==> config.mk <==
export PLATFORM = sky130hd
export DESIGN_NAME = ccff_chain_loader
export DESIGN_NICKNAME = d
export VERILOG_FILES = /design/src/rtl/ccff_loader_pkg.sv /design/src/rtl/ccff_crc8_serial.sv /design/src/rtl/ccff_chain_loader.sv
export SDC_FILE = /design/constraint.sdc
export NUM_CORES = 1
export LEC_CHECK = 0
export CAP_MARGIN = 20
export CELL_PAD_IN_SITES_DETAIL_PLACEMENT = 0
export CELL_PAD_IN_SITES_GLOBAL_PLACEMENT = 1
export CORE_ASPECT_RATIO = 0.5
export CORE_MARGIN = 5
export CORE_UTILIZATION = 44
export CTS_BUF_LIST = sky130_fd_sc_hd__clkbuf_4
export DETAILED_ROUTE_END_ITERATION = 10
export PLACE_DENSITY = 0.78
export SETUP_SLACK_MARGIN = 0.3
export SLEW_MARGIN = 10
export SYNTH_ARGS = -nofsm -noshare
export SYNTH_HDL_FRONTEND = slang
export SYNTH_SLANG_ARGS = --single-unit
==> constraint.sdc <==
create_clock -name prog_clk -period 2.05 [get_ports prog_clk]
set_input_delay 0.3075 -clock prog_clk [delete_from_list [all_inputs] [get_ports prog_clk]]
set_output_delay 0.3075 -clock prog_clk [all_outputs]
set_load 0.02 [all_outputs]
==> src/rtl/ccff_loader_pkg.sv <==
// ccff_loader_pkg
//   Shared definitions for the ccff configuration-chain loader: the loader
//   state encoding, the CRC-8 constants and small elaboration/step helpers.
//   Optional macro: CCFF_READBACK_VERIFY_EN (adds the VERIFY state).
package ccff_loader_pkg;

    typedef enum logic [1:0] {
        ST_IDLE   = 2'd0,
        ST_LOAD   = 2'd1,
`ifdef CCFF_READBACK_VERIFY_EN
        ST_VERIFY = 2'd2,
`endif
        ST_DONE   = 2'd3
    } ccff_ld_state_t;

    localparam logic [7:0] CCFF_CRC8_POLY = 8'h07;
    localparam logic [7:0] CCFF_CRC8_INIT = 8'h00;

    // Number of bitstream words needed to cover the whole chain.
    function automatic int ccff_nwords(input int chain_len, input int word_w);
        return (chain_len + word_w - 1) / word_w;
    endfunction

    // One MSB-first serial CRC-8 step.
    function automatic logic [7:0] ccff_crc8_step(input logic [7:0] crc,
                                                  input logic       data_bit);
        logic fb;
        fb = crc[7] ^ data_bit;
        return {crc[6:0], 1'b0} ^ (fb ? CCFF_CRC8_POLY : 8'h00);
    endfunction

endpackage

==> src/rtl/ccff_crc8_serial.sv <==
// ccff_crc8_serial
//   Bit-serial CRC-8 (poly 0x07, init 0x00, MSB-first), one bit per enabled
//   cycle.
//   Ports:
//     prog_clk  - clock (rising edge)
//     pReset    - asynchronous active-high reset
//     clear     - reload the init value (priority over enable)
//     enable    - absorb data_bit this cycle
//     data_bit  - serial input bit
//     crc       - current CRC register
module ccff_crc8_serial
    import ccff_loader_pkg::*;
(
    input  logic       prog_clk,
    input  logic       pReset,
    input  logic       clear,
    input  logic       enable,
    input  logic       data_bit,
    output logic [7:0] crc
);

    always_ff @(posedge prog_clk or posedge pReset) begin
        if (pReset) begin
            crc <= CCFF_CRC8_INIT;
        end else if (clear) begin
            crc <= CCFF_CRC8_INIT;
        end else if (enable) begin
            crc <= ccff_crc8_step(crc, data_bit);
        end
    end

endmodule

==> src/rtl/ccff_chain_loader.sv <==
// ccff_chain_loader
//   Serialises bitstream words LSB-first onto the head of an OpenFPGA ccff
//   chain and drives a registered enable for the chain's prog_clk gate, so
//   the chain only advances on cycles that present a valid bit.
//   Optional macro: CCFF_READBACK_VERIFY_EN - after loading, recirculate the
//   chain (tail -> head) for CHAIN_LEN cycles and compare a CRC-8 of the tail
//   stream against the CRC-8 of the loaded stream.
//   Ports:
//     prog_clk      - programming clock (rising edge)
//     pReset        - asynchronous active-high reset
//     start         - begin a load (sampled in IDLE/DONE)
//     abort         - abandon the current load/verify
//     cfg_word      - bitstream word, bit 0 shifted first
//     cfg_valid     - cfg_word valid
//     cfg_ready     - word accepted this cycle when cfg_valid is high
//     ccff_head     - serial data into the first chain flop
//     ccff_tail     - serial data from the last chain flop
//     chain_clk_en  - registered chain clock-gate enable
//     busy          - high in LOAD/VERIFY
//     done          - one-cycle completion pulse
//     error         - sticky abort/verify error, cleared by start
module ccff_chain_loader
    import ccff_loader_pkg::*;
#(
    parameter int CHAIN_LEN = 40,
    parameter int WORD_W    = 8
) (
    input  logic              prog_clk,
    input  logic              pReset,
    input  logic              start,
    input  logic              abort,
    input  logic [WORD_W-1:0] cfg_word,
    input  logic              cfg_valid,
    output logic              cfg_ready,
    output logic              ccff_head,
    input  logic              ccff_tail,
    output logic              chain_clk_en,
    output logic              busy,
    output logic              done,
    output logic              error
);

    localparam int NWORDS    = ccff_nwords(CHAIN_LEN, WORD_W);
    localparam int LAST_BITS = CHAIN_LEN - (NWORDS - 1) * WORD_W;
    localparam int BIT_W     = $clog2(CHAIN_LEN + 1);
    localparam int WCNT_W    = $clog2(NWORDS + 1);
    localparam int SH_W      = $clog2(WORD_W + 1);

    localparam logic [BIT_W-1:0]  BIT_LAST   = BIT_W'(CHAIN_LEN - 1);
    localparam logic [BIT_W-1:0]  BIT_ONE    = BIT_W'(1);
    localparam logic [WCNT_W-1:0] WCNT_ALL   = WCNT_W'(NWORDS);
    localparam logic [WCNT_W-1:0] WCNT_FINAL = WCNT_W'(NWORDS - 1);
    localparam logic [WCNT_W-1:0] WCNT_ONE   = WCNT_W'(1);
    localparam logic [SH_W-1:0]   SH_FULL    = SH_W'(WORD_W);
    localparam logic [SH_W-1:0]   SH_LAST    = SH_W'(LAST_BITS);
    localparam logic [SH_W-1:0]   SH_ONE     = SH_W'(1);

    ccff_ld_state_t     state_q, state_d;
    logic [WORD_W-1:0]  shreg_q, shreg_d;
    logic [SH_W-1:0]    sh_cnt_q, sh_cnt_d;     // bits still to shift from shreg
    logic [BIT_W-1:0]   bit_cnt_q, bit_cnt_d;   // bits shifted (LOAD) / cycles (VERIFY)
    logic [WCNT_W-1:0]  word_cnt_q, word_cnt_d; // words accepted
    logic               error_q, error_d;
    logic               en_q, en_d;
    logic               done_q, done_d;
    logic               head_q;
    logic               crc_clear;
    logic               shifting;
    logic               ready_c;
    logic               accept;
    logic               verifying;
    logic               crc_mismatch;

`ifdef CCFF_READBACK_VERIFY_EN
    logic [7:0] load_crc;
    logic [7:0] tail_crc;

    assign verifying = (state_q == ST_VERIFY);

    ccff_crc8_serial u_load_crc (
        .prog_clk (prog_clk),
        .pReset   (pReset),
        .clear    (crc_clear),
        .enable   (shifting),
        .data_bit (shreg_q[0]),
        .crc      (load_crc)
    );

    ccff_crc8_serial u_tail_crc (
        .prog_clk (prog_clk),
        .pReset   (pReset),
        .clear    (crc_clear),
        .enable   (verifying),
        .data_bit (ccff_tail),
        .crc      (tail_crc)
    );

    // The compare happens on the last VERIFY cycle, so fold in that cycle's
    // tail bit rather than waiting a cycle for the register to catch up.
    assign crc_mismatch = (ccff_crc8_step(tail_crc, ccff_tail) != load_crc);
`else
    logic unused_sig;

    assign verifying    = 1'b0;
    assign crc_mismatch = 1'b0;
    assign unused_sig   = ccff_tail ^ crc_clear;
`endif

    assign shifting  = (state_q == ST_LOAD) && (sh_cnt_q != '0);
    // A new word may enter while the last bit of the current one is leaving,
    // which keeps back-to-back words free of bubbles.
    assign ready_c   = (state_q == ST_LOAD) && !abort &&
                       (word_cnt_q != WCNT_ALL) &&
                       ((sh_cnt_q == '0) || (sh_cnt_q == SH_ONE));
    assign accept    = ready_c && cfg_valid;

    assign cfg_ready    = ready_c;
    assign ccff_head    = verifying ? ccff_tail : (shifting ? shreg_q[0] : head_q);
    assign chain_clk_en = en_q;
    assign busy         = (state_q == ST_LOAD) || verifying;
    assign done         = done_q;
    assign error        = error_q;

    always_comb begin
        state_d    = state_q;
        shreg_d    = shreg_q;
        sh_cnt_d   = sh_cnt_q;
        bit_cnt_d  = bit_cnt_q;
        word_cnt_d = word_cnt_q;
        error_d    = error_q;
        crc_clear  = 1'b0;
        en_d       = 1'b0;
        done_d     = 1'b0;

        case (state_q)
            ST_IDLE, ST_DONE: begin
                if (start) begin
                    state_d    = ST_LOAD;
                    sh_cnt_d   = '0;
                    bit_cnt_d  = '0;
                    word_cnt_d = '0;
                    error_d    = 1'b0;
                    crc_clear  = 1'b1;
                end
            end

            ST_LOAD: begin
                if (abort) begin
                    state_d  = ST_IDLE;
                    sh_cnt_d = '0;
                    error_d  = 1'b1;
                end else begin
                    if (shifting) begin
                        shreg_d   = shreg_q >> 1;
                        sh_cnt_d  = sh_cnt_q - SH_ONE;
                        bit_cnt_d = bit_cnt_q + BIT_ONE;
                    end
                    if (accept) begin
                        shreg_d    = cfg_word;
                        sh_cnt_d   = (word_cnt_q == WCNT_FINAL) ? SH_LAST : SH_FULL;
                        word_cnt_d = word_cnt_q + WCNT_ONE;
                    end
                    if (shifting && (bit_cnt_q == BIT_LAST)) begin
`ifdef CCFF_READBACK_VERIFY_EN
                        state_d   = ST_VERIFY;
                        bit_cnt_d = '0;
`else
                        state_d   = ST_DONE;
`endif
                    end
                end
            end

`ifdef CCFF_READBACK_VERIFY_EN
            ST_VERIFY: begin
                if (abort) begin
                    state_d = ST_IDLE;
                    error_d = 1'b1;
                end else begin
                    bit_cnt_d = bit_cnt_q + BIT_ONE;
                    if (bit_cnt_q == BIT_LAST) begin
                        state_d = ST_DONE;
                        if (crc_mismatch) begin
                            error_d = 1'b1;
                        end
                    end
                end
            end
`endif

            default: begin
                state_d = ST_IDLE;
            end
        endcase

        // Output flops are loaded from next-state values so the gate enable
        // and done pulse line up with the cycle they describe.
        en_d = (state_d == ST_LOAD) && (sh_cnt_d != '0);
`ifdef CCFF_READBACK_VERIFY_EN
        if (state_d == ST_VERIFY) begin
            en_d = 1'b1;
        end
`endif
        done_d = (state_d == ST_DONE) && (state_q != ST_DONE);
    end

    always_ff @(posedge prog_clk or posedge pReset) begin
        if (pReset) begin
            state_q    <= ST_IDLE;
            shreg_q    <= '0;
            sh_cnt_q   <= '0;
            bit_cnt_q  <= '0;
            word_cnt_q <= '0;
            error_q    <= 1'b0;
            en_q       <= 1'b0;
            done_q     <= 1'b0;
            head_q     <= 1'b0;
        end else begin
            state_q    <= state_d;
            shreg_q    <= shreg_d;
            sh_cnt_q   <= sh_cnt_d;
            bit_cnt_q  <= bit_cnt_d;
            word_cnt_q <= word_cnt_d;
            error_q    <= error_d;
            en_q       <= en_d;
            done_q     <= done_d;
            if (en_q) begin
                head_q <= ccff_head;
            end
        end
    end

endmodule

==> qor.csv, run 1 <==
metric,value,unit
buffers added on ports,18,
Post-Syn Nets,187,
post-route cell area,0.00234,mm2
Critical Path Start Type,flop,
CP Buf/Inv Count,2,
CTS tree,built,
outcome,finished with violations,
worst reg2reg path depth,9,
final hold vios,0,
Crit. Startpoint,sh_cnt_q[0]$_DFF_PP0_,
Synth Cell Area,0.00159,mm2
P per Cell Area,1390,mW/mm2
clock sink total,27,
drt wl/cell,15.0,um
final setup vio count,2,
Async SR Flop Fraction,100,%
first-pass GRT wire length,6580,um
GRT Util Overall,17.7,%
clk buf depth,2,
Die Area,0.00499,mm2
Post-synth EDFFs,0,
unrepaired setup endpoints after global routing,yes,
Die Span Y,52.5,um
Area Growth Syn to Fin,47.3,%
Synth warnings,0,
Final Total Pwr,0.00325,W
Final HPWL DP,2830,um
LEAKAGE,0.982,nW
Max Cap Violations,0,
via total after detailed routing,1430,
Area contributors post-synth,"dfrtp_1 42%, ha_1 6.3%, mux2i_1 5.7%",
IO Count,20,
"flops & latches, synth",27,
GRT Max-Usage Layer,met2,
Std-Cell Rows,15,
grt ovf,0,
critical path's top delay family,simple AND/OR/NAND/NOR gates,
ys flop type,dfrtp_1,
setup ws final,-113,ps
Mapped Cells,165,
Yosys cell types,45,
post-synthesis sequential area ratio,42.5,%
clock root cell,clkbuf_4,
number of global-route vias before repair,1353,
failing checks,negative setup slack,
DRC,0,
H-tree Lvls,1,
Setup TNS Final,-153,ps
clk_lat worst skew,340,ps
final WL,4050,um
Final Wtd Congestion,0.838,
initial antenna violation count,0,
reg2reg end,sh_cnt_q[1]$_DFF_PP0_,
met2 usage,29.1,%
crit path max fanout,2,
Layout Utilization,67.9,%
area post-placement,0.00203,mm2
met1 Resource Use GR,24.4,%
RR Startpoint,sh_cnt_q[0]$_DFF_PP0_,
Worst R2R Setup Slack,20,ps
Pre-Repair DR Iteration Count,4,
crit-path cells,inv_2 > ha_4 > or3b_4 > nand2_2 > mux2_4 > buf_6,
diodes inserted,0,
Worst slew margin,72.8,%
Mean Syn Cell Area,9.65,um2
slowest CP cell,dfrtp_1,
post-synth top area share,42.5,%
clock slew seen by the registers of the worst setup and hold paths,170,ps
maximum clock rate,462,MHz
Hold Path Class,in2async,
largest net degree at the start of global routing,28,
vias per inst,5.32,
maximum vdd ir drop,692,uV
die span in x,95.1,um
fin. max-slew vios,0,
slowest cell delay on critical path,420,ps
post-layout min period,2160,ps
share of layout cells above drive strength 1,39.9,%
Layout Nets,241,
"Worst Path Class, Setup",reg2out,
Core Region,0.00345,mm2
Num CTS Buffers,3,
"antenna viol nets, final",0,
Starting Density,46.1,%
DR iter-0 viols,73,
Worst-Margin Slew,398,ps
dominant cell type by area after synthesis,dfrtp_1,
CP required,1740,ps
CP arrival,1860,ps
met3 track utilization from global routing,3.87,%
fin crit share,106,%
pre-CTS WS,-174,ps
clk_skew,8.48,ps
CP endpoint kind,primary output,
## state kept, by name (all words and copies together) (netlist names)
register      cells
bit_cnt_q         6
error             1
word_cnt_q        3
done              1
sh_cnt_q          4
head_q            1
chain_clk_en      1
state_q           2
shreg_q           8
## placed cells by master, fill, tap and decap left out, types with 4 or more instances in the layout
cell,Yosys,final
o21ai_1,1,9
clkdlybuf4s50_1,0,15
o21ai_0,17,7
nand2b_1,6,4
nand2_1,17,16
a21oi_1,12,9
ha_1,8,4
mux2i_1,9,8
dfrtp_1,27,25
inv_1,10,6
inv_2,0,4
buf_6,0,8
buf_4,2,29
## worst register-to-register path, cell delays in order (launching register included)
cell and delay (ps):
dfrtp_1 420, buf_4 130, buf_4 120, buf_6 100, ha_2 170, or2_4 240
buf_6 120, and3_4 150, or3_4 390, o21ai_2 120
## power breakdown
group	total [W]	switching (W)	internal (W)
combinational	0.00214	0.00103	0.00111
sequential	0.000866	0.000151	0.000716
clock	0.000252	0.000177	0.0000748
## final cells by class
cell class,instances,area [um2]
Multi-Input combinational cell,124,1070
Inverter,10,37.5
Clock buffer,3,22.5
Timing Repair Buffer,53,463
Tap cell,51,63.8
Fill cell,304,1110
Sequential cell,27,678
Clock inverter,1,7.51
## metrics by stage
step / hold slack (ps) / std cells
6_report: 306 / 269
3_3_place_gp: 464 / 254
4_1_cts: 312 / 266
5_1_grt: 320 / 269
2_1_floorplan: 360 / 165
3_5_place_dp: 470 / 254
## cells in the mapped netlist, types with 4 or more instances
library cell   n
dfrtp_1       27
nand2_1       17
o21ai_0       17
a21oi_1       12
inv_1         10
mux2i_1        9
ha_1           8
nand2b_1       6
or3_1          4
## cells by family (layout without fill, tap and decap cells)
group                      Yosys count  in the layout  share of synthesized area, %
AOI/OAI and AO/OA                   50             50                          19.8
adders and majority gates            8              8                          6.29
buffers and inverters               14             67                          3.85
DFF                                 27             27                          42.5
muxes                               12             12                          7.78
and+or+nand+nor                     54             54                          19.8
## worst max-delay path by stage
stage | end | cells after the start
after floorplan | head_q$_DFFE_PP0P_ | 6
after global placement | ccff_head | 6
after detailed placement | ccff_head | 6
after CTS | ccff_head | 6
after global routing | ccff_head | 6
final | ccff_head | 6
## metal layers
layer	vias to the layer above	wire length, um
li1	710	-
met1	696	2040
met2	22	1820
met3	2	171
met4	0	15
met5	-	0
## what timing repair did
action	CTS	global route
cloned	1	0
endpoints found under the setup margin	25	27
pin swaps	19	10
hold buffers	0	0
buffers inserted	7	3
resized for setup	56	17
Power figures use the tool's default switching activity.
==> run 2: changes to the inputs <==
--- a/config.mk
+++ b/config.mk
@@ -10,10 +10,10 @@
 export CELL_PAD_IN_SITES_GLOBAL_PLACEMENT = 1
 export CORE_ASPECT_RATIO = 0.5
 export CORE_MARGIN = 5
-export CORE_UTILIZATION = 44
-export CTS_BUF_LIST = sky130_fd_sc_hd__clkbuf_4
+export CORE_UTILIZATION = 42
+export CTS_BUF_LIST = sky130_fd_sc_hd__clkbuf_4 sky130_fd_sc_hd__clkbuf_8 sky130_fd_sc_hd__clkbuf_16
 export DETAILED_ROUTE_END_ITERATION = 10
-export PLACE_DENSITY = 0.78
+export PLACE_DENSITY = 0.75
 export SETUP_SLACK_MARGIN = 0.3
 export SLEW_MARGIN = 10
 export SYNTH_ARGS = -nofsm -noshare
==> qor.csv, run 2 (synthesis gave the netlist of run 1 again) <==
metric,value,unit,change
outcome,finished with violations,,unchanged
failing checks,negative setup slack,,unchanged
Largest Register,shreg_q,,unchanged
first-pass GRT wire length,6910,um,was 6580 um
"Worst Path Class, Setup",reg2out,,unchanged
Crit. Startpoint,sh_cnt_q[0]$_DFF_PP0_,,unchanged
Hold WS,383,ps,was 306 ps
Int Pwr,0.00203,W,was 0.00190 W
Setup TNS Final,-27.7,ps,was -153 ps
maximum clock rate,481,MHz,was 462 MHz
share of layout cells above drive strength 1,41.0,%,was 39.9%
clk_skew,2.56,ps,was 8.48 ps
CTS Hold Buffers Added,0,,unchanged
via total after detailed routing,1432,,was 1430
Std-Cell Rows,15,,unchanged
P per Cell Area,1410,mW/mm2,was 1390 mW/mm2
initial antenna violation count,0,,unchanged
Starting Density,44.9,%,was 46.1%
largest net degree at the start of global routing,28,,unchanged
crit path max fanout,2,,unchanged
most frequent cells in the layout,"25 x dfrtp_1, 20 x buf_4, 15 x nand2_1, 15 x clkdlybuf4s50_1",,"was 29 x buf_4, 25 x dfrtp_1, 16 x nand2_1, 15 x clkdlybuf4s50_1"
footprint of the multi-input gates,0.00111,mm2,was 0.00107 mm2
GRT Util Overall,17.0,%,was 17.7%
sw power,0.00145,W,was 0.00135 W
Final HPWL DP,2790,um,was 2830 um
H-tree Lvls,1,,unchanged
Sw Ratio,41.7,%,was 41.6%
part of the power in combinational logic,65.6,%,about the same
Layout Nets,240,,was 241
Largest regs,"shreg_q x8, bit_cnt_q x6, sh_cnt_q x4",,unchanged
Core Region,0.00355,mm2,was 0.00345 mm2
Die Span Y,53.5,um,was 52.5 um
LEAKAGE,1.01,nW,was 0.982 nW
RR Startpoint,state_q[1]$_DFF_PP0_,,was sh_cnt_q[0]$_DFF_PP0_
Final Wtd Congestion,0.837,,was 0.838
CTS tree,built,,unchanged
Worst slew margin,74.8,%,was 72.8%
Area Growth Syn to Fin,55.3,%,was 47.3%
diodes inserted,0,,unchanged
CP required,1740,ps,about the same
"most common cell after layout, fill and taps aside",dfrtp_1,,was buf_4
slowest CP cell,dfrtp_1,,unchanged
crit-path cells,inv_2 > ha_4 > or3b_4 > nand2_2 > mux2_4 > buf_6,,unchanged
vias per inst,5.34,,was 5.32
FILL cells,249,,was 304
unrepaired setup endpoints after global routing,yes,,unchanged
Pre-Repair DR Iteration Count,4,,unchanged
clock share of power,9.2,%,was 7.8%
DRC,0,,unchanged
DR iter-0 viols,49,,was 73
final setup vio count,1,,was 2
CP Buf/Inv Count,2,,unchanged
CP arrival,1770,ps,was 1860 ps
CP endpoint kind,primary output,,unchanged
"antenna viol nets, final",0,,unchanged
Flop pwr share,25.2,%,was 26.6%
slowest cell delay on critical path,400,ps,was 420 ps
Num CTS Buffers,3,,unchanged
Hold Path Class,in2async,,unchanged
area post-placement,0.00202,mm2,was 0.00203 mm2
clock sink total,27,,unchanged
drt wl/cell,15.8,um,was 15.0 um
number of flip-flops in the largest register,8,,unchanged
Critical Path Start Type,flop,,unchanged
post-route cell area,0.00247,mm2,was 0.00234 mm2
clk_lat worst skew,280,ps,was 340 ps
clk buf depth,2,,unchanged
fin crit share,101,%,was 106%
number of global-route vias before repair,1417,,was 1353
clock slew seen by the registers of the worst setup and hold paths,100,ps,was 170 ps
clock root cell,clkbuf_8,,was clkbuf_4
fin. max-slew vios,0,,unchanged
grt ovf,0,,unchanged
final WL,4230,um,was 4050 um
Register Area,678,um2,unchanged
maximum vdd ir drop,638,uV,was 692 uV
final hold vios,0,,unchanged
die span in x,97.1,um,was 95.1 um
setup ws final,-27.7,ps,was -113 ps
pre-CTS WS,-173,ps,was -174 ps
post-layout min period,2080,ps,was 2160 ps
Die Area,0.00520,mm2,was 0.00499 mm2
Layout Utilization,69.7,%,was 67.9%
Worst-Margin Slew,372,ps,was 398 ps
Worst R2R Setup Slack,110,ps,was 20 ps
IO Count,20,,unchanged
reg2reg end,bit_cnt_q[3]$_DFFE_PP0P_,,was sh_cnt_q[1]$_DFF_PP0_
Max Cap Violations,0,,unchanged
buffers added on ports,18,,unchanged
worst reg2reg path depth,7,,was 9
critical path's top delay family,simple AND/OR/NAND/NOR gates,,unchanged
-- run 2: worst max-delay path by stage --
stage               slack, ps                 end  depth (start not counted)
floorplan                 180  head_q$_DFFE_PP0P_                          6
global placement         -150           ccff_head                          6
detailed placement       -170           ccff_head                          6
CTS                       -40           ccff_head                          6
global route              -90           ccff_head                          6
finish                    -30           ccff_head                          6
-- run 2: power groups by stage --
stage	sequential, W	combinational [W]	clock, W
4_1_cts	0.000863	0.00200	0.000326
3_5_place_dp	0.000866	0.00161	0
6_report	0.000878	0.00229	0.000321
5_1_grt	0.000906	0.00246	0.000352
2_1_floorplan	0.000871	0.00100	0
3_3_place_gp	0.000857	0.00159	0
-- run 2: final cells by class --
cell class	count	share of cell area (%)
Inverter	10	1.52
Clock buffer	3	1.67
Tap cell	51	2.58
Sequential cell	27	27.4
Timing Repair Buffer	52	21.5
Multi-Input combinational cell	124	45.0
Clock inverter	1	0.304
-- run 2: worst register-to-register path: stages, from the launching register on --
cell      delay [ps]
dfrtp_2          440
buf_6            120
ha_4             300
nor2b_4          220
o221ai_4         130
buf_6            160
or3_1            320
a21oi_1          150
-- run 2: what timing repair did --
item	in CTS	in global routing
buffers inserted	7	4
setup endpoints to repair	24	26
cloned	1	0
pin swaps	18	12
gates resized for setup	53	32
-- run 2: per-layer routing --
layer / GRT usage (%) / vias up / routed length (um)
li1: - / 712 / -
met1: 22.5 / 691 / 2080
met2: 29.2 / 27 / 1960
met3: 4.40 / 2 / 170
met4: 3.26 / 0 / 21
met5: 0 / - / 0
-- run 2: per-stage QoR --
step,std cells,power (W)
after detailed placement,252,0.00248
final,268,0.00349
after CTS,264,0.00319
after global placement,252,0.00245
after floorplan,165,0.00187
after global routing,268,0.00372
==> run 3: changes to the inputs <==
--- a/config.mk
+++ b/config.mk
@@ -8,11 +8,12 @@
 export CAP_MARGIN = 20
 export CELL_PAD_IN_SITES_DETAIL_PLACEMENT = 0
 export CELL_PAD_IN_SITES_GLOBAL_PLACEMENT = 1
-export CORE_ASPECT_RATIO = 0.5
+export CORE_ASPECT_RATIO = 0.9
 export CORE_MARGIN = 5
 export CORE_UTILIZATION = 42
 export CTS_BUF_LIST = sky130_fd_sc_hd__clkbuf_4 sky130_fd_sc_hd__clkbuf_8 sky130_fd_sc_hd__clkbuf_16
 export DETAILED_ROUTE_END_ITERATION = 10
+export MAX_ROUTING_LAYER = met4
 export PLACE_DENSITY = 0.75
 export SETUP_SLACK_MARGIN = 0.3
 export SLEW_MARGIN = 10
==> qor.csv, run 3 (synthesis gave the netlist of run 1 again) <==
metric,value,unit,change
outcome,finished with violations,,unchanged
failing checks,negative setup slack,,unchanged
LEAKAGE,1.03,nW,was 1.01 nW
unrepaired setup endpoints after global routing,yes,,unchanged
maximum vdd ir drop,668,uV,was 638 uV
GRT Util Overall,18.9,%,was 17.0%
Pre-Repair DR Iteration Count,4,,unchanged
critical path's top delay family,simple AND/OR/NAND/NOR gates,,unchanged
FILL cells,292,,was 249
slowest CP cell,dfrtp_1,,unchanged
DRC,0,,unchanged
Worst slew margin,68.1,%,was 74.8%
buffers added on ports,18,,unchanged
final hold vios,0,,unchanged
clock slew seen by the registers of the worst setup and hold paths,100,ps,about the same
clk buf depth,2,,unchanged
setup ws final,-37.5,ps,was -27.7 ps
Final HPWL DP,2880,um,was 2790 um
dpl cells,249,,was 252
most frequent cells in the layout,"26 x dfrtp_1, 22 x buf_4, 17 x buf_6, 15 x clkdlybuf4s50_1, 11 x a21oi_1",,"was 25 x dfrtp_1, 20 x buf_4, 15 x nand2_1, 15 x clkdlybuf4s50_1"
slowest cell delay on critical path,400,ps,about the same
Hold Path Class,in2async,,unchanged
clock root cell,clkbuf_8,,unchanged
final WL,4370,um,was 4230 um
Num CTS Buffers,3,,unchanged
CTS Hold Buffers Added,0,,unchanged
die span in x,74.9,um,was 97.1 um
clk_skew,4.42,ps,was 2.56 ps
Setup TNS Final,-46.8,ps,was -27.7 ps
fin. max-slew vios,0,,unchanged
pre-CTS WS,-162,ps,was -173 ps
"antenna viol nets, final",0,,unchanged
CP required,1740,ps,about the same
clock sink total,27,,unchanged
share of layout cells above drive strength 1,41.2,%,was 41.0%
Largest regs,"shreg_q x8, bit_cnt_q x6, sh_cnt_q x4",,unchanged
via total after detailed routing,1465,,was 1432
CP arrival,1780,ps,was 1770 ps
crit path max fanout,2,,unchanged
Layout Nets,244,,was 240
IO Count,20,,unchanged
number of global-route vias before repair,1505,,was 1417
CP endpoint kind,primary output,,unchanged
number of flip-flops in the largest register,8,,unchanged
fin crit share,102,%,was 101%
post-layout min period,2090,ps,was 2080 ps
final setup vio count,2,,was 1
Largest Register,shreg_q,,unchanged
Max Cap Violations,0,,unchanged
"Worst Path Class, Setup",reg2out,,unchanged
Area Growth Syn to Fin,55.1,%,was 55.3%
H-tree Lvls,1,,unchanged
"most common cell after layout, fill and taps aside",dfrtp_1,,unchanged
Core Region,0.00368,mm2,was 0.00355 mm2
Final Wtd Congestion,0.865,,was 0.837
Die Span Y,68.4,um,was 53.5 um
CP Buf/Inv Count,2,,unchanged
vias per inst,5.49,,was 5.34
drt wl/cell,16.4,um,was 15.8 um
maximum clock rate,479,MHz,was 481 MHz
crit-path cells,inv_2 > ha_4 > or3b_4 > nand2_2 > mux2_4 > buf_6,,unchanged
diodes inserted,0,,unchanged
Starting Density,43.3,%,was 44.9%
Layout Utilization,67.1,%,was 69.7%
initial antenna violation count,0,,unchanged
Critical Path Start Type,flop,,unchanged
clk_lat worst skew,280,ps,about the same
Worst-Margin Slew,472,ps,was 372 ps
P per Cell Area,1500,mW/mm2,was 1410 mW/mm2
Std-Cell Rows,21,,was 15
CTS tree,built,,unchanged
DR iter-0 viols,62,,was 49
largest net degree at the start of global routing,28,,unchanged
grt ovf,0,,unchanged
fin cells,267,,was 268
first-pass GRT wire length,7040,um,was 6910 um
Die Area,0.00512,mm2,was 0.00520 mm2
## run 3: changes by cell type in the layout (fill, tap and decap cells not counted), moves of 3 or more
cell and change:
a21oi_1 +4, a21oi_2 -4, buf_6 +6, nand2_1 -5, o21ai_2 +5, o21ai_0 -3, nand2_2 +5, mux2i_1 +3
mux2i_2 -3
## run 3: power by group
group	switching [W]	leakage [nW]	internal, W
clock	0.000180	0.0217	0.000139
sequential	0.000164	0.358	0.000717
combinational	0.00119	0.649	0.00131
## run 3: per-stage QoR
| stage | instance area (um2) | hold WS (ps) | power, W |
|---|---|---|---|
| 6_report | 2470 | 388 | 0.00370 |
| 5_1_grt | 2470 | 448 | 0.00396 |
| 4_1_cts | 2340 | 410 | 0.00339 |
| 3_5_place_dp | 2030 | 470 | 0.00251 |
| 3_3_place_gp | 2030 | 460 | 0.00245 |
| 2_1_floorplan | 1640 | 360 | 0.00187 |
## run 3: final cells by class
cell class	instances	area, um2	share of cell area [%]
Timing Repair Buffer	56	531	21.5
Multi-Input combinational cell	124	1120	45.3
Inverter	10	37.5	1.52
Clock buffer	3	41.3	1.67
Sequential cell	27	677	27.4
Clock inverter	1	7.51	0.304
Tap cell	46	57.6	2.33
## run 3: worst register-to-register path: cells and delay by family (launching register included)
kind                       cells  cell delay (ps)
muxes                          2              560
DFF                            1              400
and+or+nand+nor                2              440
buffers and inverters          4              430
adders and majority gates      1              130
## run 3: worst paths after layout
check                      cells after the start              startpoint  slack (ps)                      to
max reg2reg                                    9   sh_cnt_q[0]$_DFF_PP0_         -10      head_q$_DFFE_PP0P_
max                                            6   sh_cnt_q[0]$_DFF_PP0_         -40               ccff_head
min                                            3                  pReset         390  shreg_q[2]$_DFFE_PP0P_
min reg2reg                                    2  shreg_q[2]$_DFFE_PP0P_         490  shreg_q[2]$_DFFE_PP0P_
max in group asynchronous                      3                  pReset        1380    state_q[0]$_DFF_PP0_
min in group prog_clk                          2  shreg_q[2]$_DFFE_PP0P_         490  shreg_q[2]$_DFFE_PP0P_
## run 3: metal layers
| metal | global-route usage [%] | wire, um | up-vias |
|---|---|---|---|
| met5 | - | 0 | - |
| met4 | 8.00 | 112 | 0 |
| met3 | 2.20 | 113 | 13 |
| met2 | 31.3 | 2270 | 28 |
| met1 | 23.3 | 1870 | 706 |
| li1 | - | - | 718 |
## run 3: timing repair
item,CTS,global route
resized for setup,68,26
gates cloned,2,0
setup endpoints to repair,26,25
setup buffers,7,5
hold endpoints to repair,0,0
pin swaps,18,17
